==> src/rtl/ttl_parity_pkg.sv <==
// rtl/ttl_parity_pkg.sv - shared state encoding, clog2 helper and lane-bus slice macro
`ifndef TTL_PARITY_PKG_SV
`define TTL_PARITY_PKG_SV

// Lane idx of a packed 2D lane bus, each lane w bits wide
`define TTL_LANE(bus, idx, w) bus[(idx)*(w) +: (w)]

package ttl_parity_pkg;

    typedef enum logic {
        ST_IDLE  = 1'b0,
        ST_ACCUM = 1'b1
    } state_t;

    // Counter width for n states, never narrower than one bit
    function automatic int clog2_min1(input int n);
        int r;
        r = 0;
        while ((1 << r) < n) r++;
        return (r < 1) ? 1 : r;
    endfunction

endpackage

`endif

==> src/rtl/ttl_parity_accum_if.sv <==
// rtl/ttl_parity_accum_if.sv - word/control inputs and frame-result outputs of the parity accumulator
interface ttl_parity_accum_if #(
    parameter int BLOCKS       = 4,
    parameter int WIDTH_IN     = 8,
    parameter int ERRCNT_WIDTH = 8
);
    logic                       Valid;
    logic                       Abort;
    logic                       Odd;
    logic [BLOCKS*WIDTH_IN-1:0] A_2D;
    logic [BLOCKS-1:0]          P_in;
    logic [BLOCKS-1:0]          Y;
    logic [BLOCKS-1:0]          Err;
    logic                       Done;
    logic                       Busy;
    logic [ERRCNT_WIDTH-1:0]    Err_count;

    modport master (
        output Valid, Abort, Odd, A_2D, P_in,
        input  Y, Err, Done, Busy, Err_count
    );

    modport slave (
        input  Valid, Abort, Odd, A_2D, P_in,
        output Y, Err, Done, Busy, Err_count
    );
endinterface

==> src/rtl/ttl_parity_lane.sv <==
// rtl/ttl_parity_lane.sv - one parity lane: word XOR reduction plus running frame accumulator
module ttl_parity_lane #(
    parameter int WIDTH_IN = 8
) (
    input  logic                clk,
    input  logic                rst_n,
    input  logic                en,
    input  logic                clear,
    input  logic                last,
    input  logic                odd,
    input  logic [WIDTH_IN-1:0] word,
    output logic                frame_par
);
    logic acc;
    logic word_par;

    assign word_par  = ^word;
    // Parity of the frame if the current word is its last one
    assign frame_par = acc ^ word_par ^ odd;

    always_ff @(posedge clk or negedge rst_n) begin
        if (!rst_n) begin
            acc <= 1'b0;
        end else if (clear || (en && last)) begin
            acc <= 1'b0;
        end else if (en) begin
            acc <= acc ^ word_par;
        end
    end
endmodule

==> src/rtl/ttl_parity_accum.sv <==
// rtl/ttl_parity_accum.sv - framed multi-lane parity generator/checker; TTL_PARITY_ERRCNT_EN adds error-frame counter
module ttl_parity_accum
    import ttl_parity_pkg::*;
#(
    parameter int BLOCKS       = 4,
    parameter int WIDTH_IN     = 8,
    parameter int FRAME_LEN    = 4,
    parameter int ERRCNT_WIDTH = 8,
    parameter int DELAY_RISE   = 0,
    parameter int DELAY_FALL   = 0
) (
    input  logic               Clk,
    input  logic               Clear_bar,
    ttl_parity_accum_if.slave  bus
);
    localparam int             CNT_W    = clog2_min1(FRAME_LEN);
    localparam logic [CNT_W-1:0] LAST_CNT = CNT_W'(FRAME_LEN - 1);

    state_t                  state;
    logic [CNT_W-1:0]        cnt;
    logic [BLOCKS-1:0]       frame;
    logic [BLOCKS-1:0]       y_q;
    logic [BLOCKS-1:0]       err_q;
    logic                    done_q;
    logic [ERRCNT_WIDTH-1:0] errcnt_q;
    logic                    last_word;
    logic                    complete;

    assign last_word = (cnt == LAST_CNT);
    assign complete  = bus.Valid && !bus.Abort && last_word;

    for (genvar i = 0; i < BLOCKS; i++) begin : g_lane
        ttl_parity_lane #(.WIDTH_IN(WIDTH_IN)) u_lane (
            .clk       (Clk),
            .rst_n     (Clear_bar),
            .en        (bus.Valid),
            .clear     (bus.Abort),
            .last      (last_word),
            .odd       (bus.Odd),
            .word      (`TTL_LANE(bus.A_2D, i, WIDTH_IN)),
            .frame_par (frame[i])
        );
    end

    // Abort wins over Valid, so an aborted last word never produces Done
    always_ff @(posedge Clk or negedge Clear_bar) begin
        if (!Clear_bar) begin
            state  <= ST_IDLE;
            cnt    <= '0;
            y_q    <= '0;
            err_q  <= '0;
            done_q <= 1'b0;
        end else begin
            done_q <= 1'b0;
            if (bus.Abort) begin
                state <= ST_IDLE;
                cnt   <= '0;
            end else if (bus.Valid) begin
                if (last_word) begin
                    state  <= ST_IDLE;
                    cnt    <= '0;
                    y_q    <= frame;
                    err_q  <= frame ^ bus.P_in;
                    done_q <= 1'b1;
                end else begin
                    state <= ST_ACCUM;
                    cnt   <= cnt + CNT_W'(1);
                end
            end
        end
    end

`ifdef TTL_PARITY_ERRCNT_EN
    // Saturating count of completed frames with at least one lane mismatch
    always_ff @(posedge Clk or negedge Clear_bar) begin
        if (!Clear_bar) begin
            errcnt_q <= '0;
        end else if (complete && (|(frame ^ bus.P_in)) && (errcnt_q != '1)) begin
            errcnt_q <= errcnt_q + ERRCNT_WIDTH'(1);
        end
    end
`else
    assign errcnt_q = '0;
`endif

    assign #(DELAY_RISE, DELAY_FALL) bus.Y         = y_q;
    assign #(DELAY_RISE, DELAY_FALL) bus.Err       = err_q;
    assign #(DELAY_RISE, DELAY_FALL) bus.Done      = done_q;
    assign #(DELAY_RISE, DELAY_FALL) bus.Busy      = (state == ST_ACCUM);
    assign #(DELAY_RISE, DELAY_FALL) bus.Err_count = errcnt_q;
endmodule
==> src/flat_wrapper.sv <==
// flat-port wrapper written by rule: the top's interface ports become plain ports
module ttl_parity_accum_flat import ttl_parity_pkg::*;
#(
    parameter int BLOCKS       = 4,
    parameter int WIDTH_IN     = 8,
    parameter int FRAME_LEN    = 4,
    parameter int ERRCNT_WIDTH = 8,
    parameter int DELAY_RISE   = 0,
    parameter int DELAY_FALL   = 0
)
  (Clk, Clear_bar, bus_Valid, bus_Abort, bus_Odd, bus_A_2D, bus_P_in, bus_Y, bus_Err, bus_Done, bus_Busy, bus_Err_count);
  ttl_parity_accum_if #(.BLOCKS(BLOCKS), .WIDTH_IN(WIDTH_IN), .ERRCNT_WIDTH(ERRCNT_WIDTH)) bus_i ();
  input  logic Clk;
  input  logic Clear_bar;
  input wire logic [$bits(bus_i.Valid)-1:0] bus_Valid;
  input wire logic [$bits(bus_i.Abort)-1:0] bus_Abort;
  input wire logic [$bits(bus_i.Odd)-1:0] bus_Odd;
  input wire logic [$bits(bus_i.A_2D)-1:0] bus_A_2D;
  input wire logic [$bits(bus_i.P_in)-1:0] bus_P_in;
  output wire logic [$bits(bus_i.Y)-1:0] bus_Y;
  output wire logic [$bits(bus_i.Err)-1:0] bus_Err;
  output wire logic [$bits(bus_i.Done)-1:0] bus_Done;
  output wire logic [$bits(bus_i.Busy)-1:0] bus_Busy;
  output wire logic [$bits(bus_i.Err_count)-1:0] bus_Err_count;
  assign bus_i.Valid = bus_Valid;
  assign bus_i.Abort = bus_Abort;
  assign bus_i.Odd = bus_Odd;
  assign bus_i.A_2D = bus_A_2D;
  assign bus_i.P_in = bus_P_in;
  assign bus_Y = bus_i.Y;
  assign bus_Err = bus_i.Err;
  assign bus_Done = bus_i.Done;
  assign bus_Busy = bus_i.Busy;
  assign bus_Err_count = bus_i.Err_count;
  ttl_parity_accum #(.BLOCKS(BLOCKS), .WIDTH_IN(WIDTH_IN), .FRAME_LEN(FRAME_LEN), .ERRCNT_WIDTH(ERRCNT_WIDTH), .DELAY_RISE(DELAY_RISE), .DELAY_FALL(DELAY_FALL)) u_core (.Clk(Clk), .Clear_bar(Clear_bar), .bus(bus_i));
endmodule
==> config.mk <==
export PLATFORM = sky130hd
export DESIGN_NAME = ttl_parity_accum_flat
export DESIGN_NICKNAME = d
export VERILOG_FILES = /design/src/rtl/ttl_parity_pkg.sv /design/src/rtl/ttl_parity_accum_if.sv /design/src/rtl/ttl_parity_lane.sv /design/src/rtl/ttl_parity_accum.sv /design/src/flat_wrapper.sv
export SDC_FILE = /design/constraint.sdc
export NUM_CORES = 1
export LEC_CHECK = 0
export BUFFER_PORTS_ARGS = -buffer_cell sky130_fd_sc_hd__buf_2
export CORE_AREA = 5 5 78 62
export DETAILED_ROUTE_END_ITERATION = 12
export DIE_AREA = 0 0 83 67
export GPL_ROUTABILITY_DRIVEN = 0
export GPL_TIMING_DRIVEN = 0
export HOLD_SLACK_MARGIN = 0.12
export PLACE_DENSITY = 0.66
export SLEW_MARGIN = 30
export SYNTH_ARGS = -nofsm -noshare
export SYNTH_HDL_FRONTEND = slang
export SYNTH_SLANG_ARGS = --single-unit --ignore-timing --ignore-initial --compat-mode --unroll-limit 50000
==> constraint.sdc <==
create_clock -name Clk -period 2 [get_ports Clk]
set_clock_uncertainty 0.2 [all_clocks]
set_input_delay 0.4 -clock Clk [delete_from_list [all_inputs] [get_ports Clk]]
set_output_delay 0.4 -clock Clk [all_outputs]
set_load 0.02 [all_outputs]
# Word level (Yosys, flattened, before mapping)
# Index checks and enable logic that the tools add are counted.
[totals]
elab_cells = 47
reg_bits = 16
[classes]
n_eq_ne = 1
mux = 17
addsub = 1
n_reduce_logical = 9
bitwise_logic = 10
[ops]
columns = ["operator", "n"]
rows = [
  ["XOR reduction 8 bit", 4],
  ["2-to-1 mux 1 bit", 14],
  ["bitwise XOR 1 bit", 8],
  ["2-to-1 mux 2 bit", 3],
  ["nonzero test 2 bit", 2],
  ["bitwise XOR 4 bit", 1],
  ["AND reduction 3 bit", 1],
  ["adder 2 x 1 -> 2 bit, second input constant", 1],
  ["== test 2 bit, second input constant", 1],
  ["logical AND 1 bit", 1],
  ["logical OR 1 bit", 1],
  ["inverter 1 bit", 1],
]

# Longest topological paths before layout
# Gate-level depths: netlist of the first run.
[logic_depth]
depth_word = 4
depth_mapped = 5
ltp_nobuf = 5

# By module
# From an unflattened synthesis of the first run, not the netlist that was laid out.
[hier_totals]
hier_cells = 100
hier_area_um2 = 1152.4
[modules_own_cells]
columns = ["module", "cells_per_inst", "instances", "area_each_um2"]
rows = [
  ["ttl_parity_accum", 44, 1, 581.8],
  ["ttl_parity_lane", 14, 4, 142.6],
]

# Least setup slack after synthesis of the first run
# OpenSTA, ideal clock, no wires.
[synth_timing]
path_kind = "in2reg"
startpoint = "input bus_A_2D[26]"
endpoint = "register u_core.err_q[3] (netlist: u_core.bus.Err[3])"
arrival_ns = 1.394
path_stages = 5
setup_slack_ns = 0.274
path_buffers = 0
path_cell_list = "xnor2_1 xnor3_1 xnor2_2 xnor2_1 o21ai_1"
[synth_via]
elab_chain_len = 4
[synth_rtl]
columns = ["element", "line", "text"]
rows = [
  ["start: declaration", "flat_wrapper.sv:18", "input wire logic [$bits(bus_i.A_2D)-1:0] bus_A_2D;"],
  ["XOR reduction 8 bit", "ttl_parity_lane.sv:17", "assign word_par = ^word;"],
  ["bitwise XOR 1 bit (2 in a row)", "ttl_parity_lane.sv:19", "assign frame_par = acc ^ word_par ^ odd;"],
  ["bitwise XOR 4 bit", "ttl_parity_accum.sv:63", "err_q <= frame ^ bus.P_in;"],
  ["end signal: assignment", "ttl_parity_accum.sv:63", ""],
  ["end: declaration", "ttl_parity_accum.sv:23", "logic [BLOCKS-1:0] err_q;"],
]
# Every way passes these cells.
# A chain may end at the register's enable or synchronous reset.

# Final worst setup path of the first run
[layout_timing]
startpoint = "register u_core.g_lane[3].u_lane.acc"
endpoint = "register u_core.err_q[3] (netlist: u_core.bus.Err[3])"
[layout_via]
elab_chain_len = 3
[layout_rtl]
columns = ["element", "line", "text"]
rows = [
  ["start: declaration", "ttl_parity_lane.sv:14", "logic acc;"],
  ["start signal: assignment", "ttl_parity_lane.sv:27", "acc <= acc ^ word_par;"],
  ["bitwise XOR 1 bit (2 in a row)", "ttl_parity_lane.sv:19", ""],
  ["bitwise XOR 4 bit", "ttl_parity_accum.sv:63", ""],
]
# Every way passes these cells.

==> results of run 1 <==
-- logic make-up after synthesis --
family,share of synthesized area
adders and majority gates,0.01112
buffers and inverters,0.07119
DFF,0.3559
muxes,0.008899
other,0.003334
xor gates and xnor gates,0.4138
AOI/OAI and AO/OA,0.07119
and+or+nand+nor,0.06452
-- power by group through the flow --
stage,Clock [W],Combinational (W),Sequential (W)
after floorplan,0,0.000455,0.000492
after global placement,0,0.000662,0.000434
after detailed placement,0,0.000668,0.000437
after CTS,0.000291,0.000670,0.000431
after global routing,0.000305,0.000732,0.000441
final,0.000281,0.000655,0.000429
-- cells in the mapped netlist --
| master | n |
|---|---|
| o21ai_1 | 8 |
| buf_2 | 1 |
| nor2_1 | 8 |
| xnor2_1 | 20 |
| xor2_1 | 8 |
| conb_1 | 1 |
| a21oi_1 | 2 |
| dfrtp_1 | 16 |
| xnor2_2 | 8 |
| ha_1 | 1 |
| nand3b_1 | 1 |
| inv_1 | 2 |
| mux2i_1 | 1 |
| clkbuf_1 | 2 |
| nor3_1 | 1 |
| xnor3_1 | 4 |
| nand2_1 | 8 |
| a22oi_1 | 4 |
| buf_4 | 8 |
-- flip-flops by register name (all words and copies together), names as in the netlist --
register and count:
u_core.cnt 2, u_core.bus.Err 4, u_core.bus.Done 1, u_core.bus.Busy 1
u_core.g_lane.u_lane.acc 4, u_core.bus.Y 4
-- critical path, stage by stage (launching register included) --
cell	delay [ns]
dfrtp_1	0.41
xnor2_2	0.15
xnor3_1	0.37
xnor2_2	0.27
xnor2_1	0.17
o21ai_1	0.07
-- worst min-delay path by stage --
stage	from	endpoint	cells after the start
finish	bus_Valid	u_core.cnt[1]	3
global route	bus_Valid	u_core.cnt[1]	3
CTS	bus_Valid	u_core.cnt[1]	3
detailed placement	Clear_bar	u_core.bus.Err[1]	1
global placement	Clear_bar	u_core.bus.Done	1
floorplan	Clear_bar	u_core.bus.Busy	0
-- routing by layer --
layer,track usage,vias up,routed length (um)
li1,-,437,-
met1,0.09567,368,873
met2,0.1500,31,1071
met3,0.04326,0,185
met4,0,0,0
met5,0,-,0
-- cell type report --
type,instances,share of cell area
Multi-Input combinational cell,82,0.4397
Sequential cell,16,0.2625
Timing Repair Buffer,49,0.1641
Buffer,11,0.04758
Tap cell,55,0.04512
Clock buffer,4,0.03610
Inverter,2,0.004922
-- stage by stage --
step | hold slack (ns) | cell area [um2] | total power, W | instances | worst slack [ns]
after global placement | 0.1304 | 1460 | 0.001096 | 214 | 0.02385
after detailed placement | 0.1351 | 1460 | 0.001105 | 214 | 0.01422
after floorplan | -0.09559 | 1151 | 0.0009461 | 111 | 0.2738
final | 0.2564 | 1525 | 0.001365 | 219 | 0.2435
after global routing | 0.2658 | 1525 | 0.001477 | 219 | 0.04843
after CTS | 0.2537 | 1525 | 0.001392 | 219 | 0.2200
==> reports/metrics.cfg, run 1 <==
[power]
p_comb_frac=0.480
p_int_w=0.0009066
peakVddDrop_mv=0.2559
p_leak_nw=0.8069
seqPwrFrac=0.314
p_sw_w=0.0004582
pwr-share-clk=0.206
power.density_nw_per_um2=894.8
netSwitchingFraction=0.3357

[synthesis]
ys_types=19
yosysSeqAreaShare=0.3560
yosysTopAreaCellShare=0.3560
avgSynthCellArea_um2=10.82
syn_inst=104
yosysTopAreaCell=dfrtp_1
netlist_area_um2=1125
synthTopCellsByArea=dfrtp_1 (36%), xnor2_1 (16%), xnor2_2 (12%), xnor3_1 (8.0%), xor2_1 (6.2%)
ys_seq_elements=16
ys_warn_count=0

[drt]
remaining_drc_errors=0
finalWirelength_um=2130
drtAntennaViolNets=0
via_count=836
vias_per_cell=3.817
initialDrtViolationCount=14
drtPass1Iterations=4
routedWlPerCell_um=9.726

[setup_path]
r2r_end=u_core.bus.Err[3]
path_class=flip-flop to flip-flop
r2r_cells=5
r2r_start=u_core.g_lane[3].u_lane.acc
worstSetupStartpointType=flip-flop
r2r_slack_ns=0.24
cp-endpoint=u_core.bus.Err[3]
cp_max_fo=3
cp.required_ns=1.92
arrival_ns=1.68
endpoint_kind=flip-flop
cp-startpoint=u_core.g_lane[3].u_lane.acc

[layout]
drive_gt1_frac=0.4207
layout_commonest_cell=buf_2
seqCellArea_um2=400.4
fin_nets=207
synthToLayoutAreaGrowth_pct=35.59
nFillCells=426
n_antenna_cell=0
layout_common_cells=buf_2 (49), xnor2_1 (20), dfrtp_1 (16)
multi_input_area_um2=670.6
finish.utilization=0.3858

[clocking]
clockRootBuffer=clkbuf_8
clock_sinks=16
cts_setup_buffers=0
clock_latency_ns=0.24
cts_max_level=1
numCtsBuffers=3
cts_resized=0
cts_buffer_depth=2
cts_hold_buffers=1
cts_tree=done
clk_pin_slew_ns=0.06

[sta]
max_freq_ghz=0.5693
fin_crit_ns=1.757
fin_crit_sh=0.8783
rsz0062_at_grt=no
setup_viol=0
drv_slew=0
hold_viol_final=0
finalSetupTns_ns=0

[floorplan]
start_util=0.2845
pin_count=59
rows=20
die_area_um2=5561
die_x_um=83
core_area_um2=3954
dieHeight_um=67

[job]
drv_cap=0

[global_route]
grt_pass1_wl_um=3705
gr-total-overflow=0
grt_pass1_vias=863
grt_antenna_before_repair=0
grt_max_degree=17
grt_usage=0.08378

[status]
status=finished, final reports clean

[place]
dp_hpwl_um=1897
port-buffer-count=48

[worst_hold_path]
hold_path.class=primary input to flip-flop

No activity file was read; power rests on OpenSTA's default activity.
==> run 2: changes to the inputs <==
- ABC_AREA: default -> 1
- CORE_AREA: 5 5 78 62 -> 5 5 95 75
- DIE_AREA: 0 0 83 67 -> 0 0 100 80
- PLACE_DENSITY: 0.66 -> 0.61
==> reports/metrics.cfg, run 2 <==
[layout]
n_antenna_cell=0
layout_common_cells=nand2_1 (63), buf_2 (50), inv_1 (40)
drive_gt1_frac=0.3666
fin_nets=355
finalNonFillerCells=392
nFillCells=683
synthToLayoutAreaGrowth_pct=25.20
layout_commonest_cell=nand2_1

[worst_hold_path]
whs_path_depth=3
hold_path.class=primary input to flip-flop

[synthesis]
synth_edf_count=0
yosysSeqAreaShare=0.2351
ys_types=21
netlist_area_um2=1703
synth_top_family_by_area=simple AND/OR/NAND/NOR gates
avgSynthCellArea_um2=6.812
synth_adder_area_share=0.007348
synth-xor-area-share=0.08744
syn_inst=250
ys_seq_elements=16
yosysTopAreaCell=dfrtp_1
synth.area.mux_share=0.005878
ys_warn_count=0
async_flop_share=1.000
synth_most_common_cell=nand2_1
yosysTopAreaCellShare=0.2351
synthTopCellsByArea=dfrtp_1 (24%), nand3_2 (14%), nand2_1 (14%), inv_1 (8.8%), nand3_1 (8.2%)
ys.flop_type=dfrtp_1
synth_commonest_cells=nand2_1 (63), inv_1 (40), nand3_1 (28), nand3_2 (24), nand2_2 (21)
synth_simple_gate_area_frac=0.4952
synth_compound_area_frac=0.03233

[setup_path]
cp_max_fo=10
path_common_cell=nor2_1
path_class=flip-flop to flip-flop
cp.required_ns=1.97
crit_slowest_cell=dfrtp_1
r2r_cells=6
critPathMaxStageDelay_ns=0.37
endpoint_kind=flip-flop
worstSetupStartpointType=flip-flop
arrival_ns=1.57
crit_chain=ha_1 > inv_1 > nor2_1 > buf_4 > nor2_1 > a31oi_1

[place]
port-buffer-count=50
dp.cells=388
dp_hpwl_um=3275

[clocking]
numCtsBuffers=3
cts_hold_buffers=1
clock_sinks=16
cts_setup_buffers=0
clk_pin_slew_ns=0.06
cts_tree=done
clockRootBuffer=clkbuf_8
cts_resized=0
clock_latency_ns=0.24
cts_buffer_depth=2
cts_max_level=1

[global_route]
grt_max_degree=17
grt_antenna_before_repair=0
grt_usage=0.09926
grt_pass1_vias=1616
gr-total-overflow=0
grt_pass1_wl_um=6603

[power]
total_power_w=0.001280
pwr-share-clk=0.184
p_int_w=0.0007603
seqPwrFrac=0.333
p_sw_w=0.0005195
netSwitchingFraction=0.4059
peakVddDrop_mv=0.2332
p_comb_frac=0.483
power.density_nw_per_um2=600.3
p_leak_nw=1.213

[floorplan]
dieHeight_um=80
die_area_um2=8000
core_area_um2=6100
start_util=0.2792
die_x_um=100
rows=25
pin_count=59

[drt]
drtAntennaViolNets=0
drtPass1Iterations=4
via_count=1655
vias_per_cell=4.222
remaining_drc_errors=0
routedWlPerCell_um=9.742
initialDrtViolationCount=35
finalWirelength_um=3819

[sta]
fin_crit_ns=1.606
fin_crit_sh=0.8031
hold_viol_final=0
max_freq_ghz=0.6226
finalSetupTns_ns=0
rsz0062_at_grt=no
setup_viol=0
drv_slew=0
whs_ns=0.2312

[status]
status=finished, final reports clean

[job]
drv_cap=0

==> run 2: cell count changes after synthesis, moves of 3 or more <==
cell	change
nand2_1	+55
nand3_2	+24
o21ai_1	-8
or2_4	+3
nand2_2	+21
nand3_1	+28
nand3b_1	+3
xnor3_1	-4
o21ai_0	+6
inv_1	+38
a22oi_1	-4
a31oi_1	+4
xnor2_2	-8
xnor2_1	-10
==> run 2: metrics by stage <==
stage | setup slack, ns | area, um2 | util
floorplan | 0.4961 | 1729 | -
global placement | 0.2972 | 2081 | 0.3411
detailed placement | 0.2625 | 2081 | 0.3411
CTS | 0.3711 | 2132 | 0.3495
global route | 0.2196 | 2132 | 0.3495
finish | 0.3937 | 2132 | 0.3495
==> run 2: cell type report <==
type	count	area, um2	share of cell area
buffer	10	71.32	0.03345
clock buffer	3	41.29	0.01937
inverter	42	157.7	0.07394
tap	81	101.3	0.04754
timing repair buffer	51	260.3	0.1221
sequential	16	400.4	0.1878
multi-input combinational	189	1100	0.5158
==> run 2: worst paths after layout <==
path	startpoint	end	slack [ns]
max reg2reg	u_core.cnt[0]	u_core.bus.Y[3]	0.39
min	bus_Valid	u_core.cnt[1]	0.23
max	u_core.cnt[0]	u_core.bus.Y[3]	0.39
min reg2reg	u_core.cnt[0]	u_core.cnt[0]	0.29
min in group asynchronous	Clear_bar	u_core.g_lane[1].u_lane.acc	0.41
max in group asynchronous	Clear_bar	u_core.bus.Y[1]	0.93
==> run 2: power by group through the flow <==
stage	clock network, W	registers (W)	logic (W)
finish	0.000235	0.000426	0.000618
global route	0.000262	0.000437	0.000701
CTS	0.000245	0.000428	0.000628
detailed placement	0	0.000433	0.000625
global placement	0	0.000430	0.000611
floorplan	0	0.000490	0.000382
==> run 2: routing by layer <==
| metal | part of all wire | track usage | wire length (um) | up-vias |
|---|---|---|---|---|
| li1 | - | - | - | 890 |
| met1 | 0.46 | 0.1227 | 1765 | 727 |
| met2 | 0.47 | 0.1804 | 1809 | 36 |
| met3 | 0.057 | 0.02009 | 219 | 2 |
| met4 | 0.0063 | 0.01615 | 24 | 0 |
| met5 | 0 | 0 | 0 | - |
==> run 2: logic make-up after synthesis <==
| logic type | Yosys count |
|---|---|
| AO/OA/AOI/OAI | 10 |
| AND/OR/NAND/NOR | 152 |
| flip-flops | 16 |
| XOR/XNOR | 17 |
| buffers and inverters | 52 |
| other | 1 |
| multiplexers | 1 |
| adder cells (fa/ha/maj) | 1 |
==> run 2: critical path, delay by kind of cell (launching register included) <==
kind            cells  cell delay, ns
compound gates      1            0.12
buf+inv             2            0.29
flops               1            0.37
simple gates        2            0.37
fa+ha+maj           1            0.17
==> run 3: changes to the inputs <==
- clock period: 2 -> 1.5 ns (I/O delays scaled with it)
==> reports/metrics.cfg, run 3 (same netlist as run 2, synthesis figures left out) <==
[layout]
fin_nets=359
nFillCells=685
layout_common_cells=nand2_1 (59), buf_2 (50), inv_1 (37)
finish.utilization=0.3705
synthToLayoutAreaGrowth_pct=32.70
drive_gt1_frac=0.4444
n_antenna_cell=0
layout_commonest_cell=nand2_1

[setup_path]
worstSetupStartpointType=flip-flop
endpoint_kind=flip-flop
arrival_ns=1.43
cp.required_ns=1.43
cp_max_fo=3
path_class=flip-flop to flip-flop

[status]
status=complete, but fails checks
violations=setup timing

[power]
p_leak_nw=1.264
netSwitchingFraction=0.4112
p_comb_frac=0.501
pwr-share-clk=0.176
p_int_w=0.001045
seqPwrFrac=0.323
peakVddDrop_mv=0.3135
total_power_w=0.001774
p_sw_w=0.0007295
power.density_nw_per_um2=785.1

[drt]
finalWirelength_um=3978
drtPass1Iterations=4
drtAntennaViolNets=0
routedWlPerCell_um=10.05
remaining_drc_errors=0
vias_per_cell=4.298
via_count=1702
initialDrtViolationCount=30

[worst_hold_path]
hold_path.class=primary input to flip-flop

[floorplan]
die_x_um=100
start_util=0.2792
core_area_um2=6100
die_area_um2=8000
rows=25
pin_count=59
dieHeight_um=80

[sta]
setup_viol=1
fin_crit_ns=1.500
drv_slew=0
setup_ws_ns=-0.0001563
hold_viol_final=0
rsz0062_at_grt=yes
fin_crit_sh=1.000
max_freq_ghz=0.6666

[clocking]
cts_max_level=1
clk_pin_slew_ns=0.06
cts_tree=done
numCtsBuffers=3
cts_buffer_depth=2
clock_latency_ns=0.24
clockRootBuffer=clkbuf_8
clock_sinks=16

[place]
dp_hpwl_um=3275
port-buffer-count=50

[global_route]
grt_antenna_before_repair=0
grt_usage=0.1019
grt_pass1_vias=1673
grt_max_degree=17
grt_pass1_wl_um=6803
gr-total-overflow=0

[job]
drv_cap=0

[run 3: changes by cell type in the layout (fill, tap and decap cells not counted), moves of 3 or more]
cell / previous run / this run
buf_4: 9 / 12
inv_2: 2 / 5
nand2_2: 21 / 25
nand2_1: 63 / 59
inv_1: 40 / 37
nand3_2: 24 / 33
nand3_1: 28 / 18
[run 3: path summary, 6_finish.rpt]
kind                                             startpoint                          end  slack [ns]  cells past startpoint
worst min-delay path                              bus_Valid                u_core.cnt[1]        0.13                      3
max in group asynchronous                         Clear_bar  u_core.g_lane[3].u_lane.acc        0.51                      2
min in group asynchronous                         Clear_bar  u_core.g_lane[1].u_lane.acc        0.31                      2
worst min register to register                u_core.cnt[0]                u_core.cnt[0]        0.29                      1
worst max register to register  u_core.g_lane[3].u_lane.acc            u_core.bus.Err[3]     -0.0002                      8
worst max-delay path            u_core.g_lane[3].u_lane.acc            u_core.bus.Err[3]     -0.0002                      8
[run 3: metrics by stage]
step           setup slack (ns)  cell area (um2)  hold slack, ns     TNS, ns  cells
6_report             -0.0001563             2260          0.1305  -0.0001563    396
5_1_grt                -0.07888             2260          0.1454     -0.3693    396
4_1_cts                0.001920             2178          0.1240           0    392
3_5_place_dp            -0.1376             2081         0.04340     -0.8969    388
3_3_place_gp            -0.1219             2081         0.03565     -0.7486    388
2_1_floorplan           0.09610             1729         -0.1956           0    257
[run 3: cell type report]
cell class	instances	area, um2	area share
multi-input cells	189	1192	0.5277
flip-flops and latches	16	401.6	0.1777
plain buffers	10	75.07	0.03322
inverters	42	157.7	0.06977
clock buffers	3	41.29	0.01827
well taps	81	101.3	0.04485
repair buffers	55	290.3	0.1285
[run 3: power groups by stage]
stage	Combinational (W)	Clock [W]	Sequential, W
floorplan	0.000509	0	0.000653
global placement	0.000815	0	0.000573
detailed placement	0.000833	0	0.000577
CTS	0.000856	0.000327	0.000574
global route	0.00100	0.000349	0.000585
finish	0.000889	0.000312	0.000573
[run 3: what timing repair did]
action                     4_1_cts  5_1_grt
resized for setup               11       14
hold buffers                     1        0
buffers inserted                 0        4
hold endpoints to repair        16        0
setup endpoints to repair       14        9
pin swaps                       10       23
[run 3: worst max-delay path, cell delays in order (launching register included)]
cell and delay (ns):
dfrtp_2 0.44, xnor2_2 0.18, inv_1 0.08, nand2_2 0.08, nand3_2 0.10, nand3_2 0.10
nand3_1 0.07, nand3_1 0.09, nand2_1 0.05
[run 3: per-layer routing]
metal  up-vias  share of wire  track usage  wire, um
met3         2          0.053      0.02009       210
met5         -              0            0         0
met4         0         0.0060      0.01615        24
li1        897              -            -         -
met2        34           0.50       0.1884      1980
met1       769           0.44       0.1239      1762
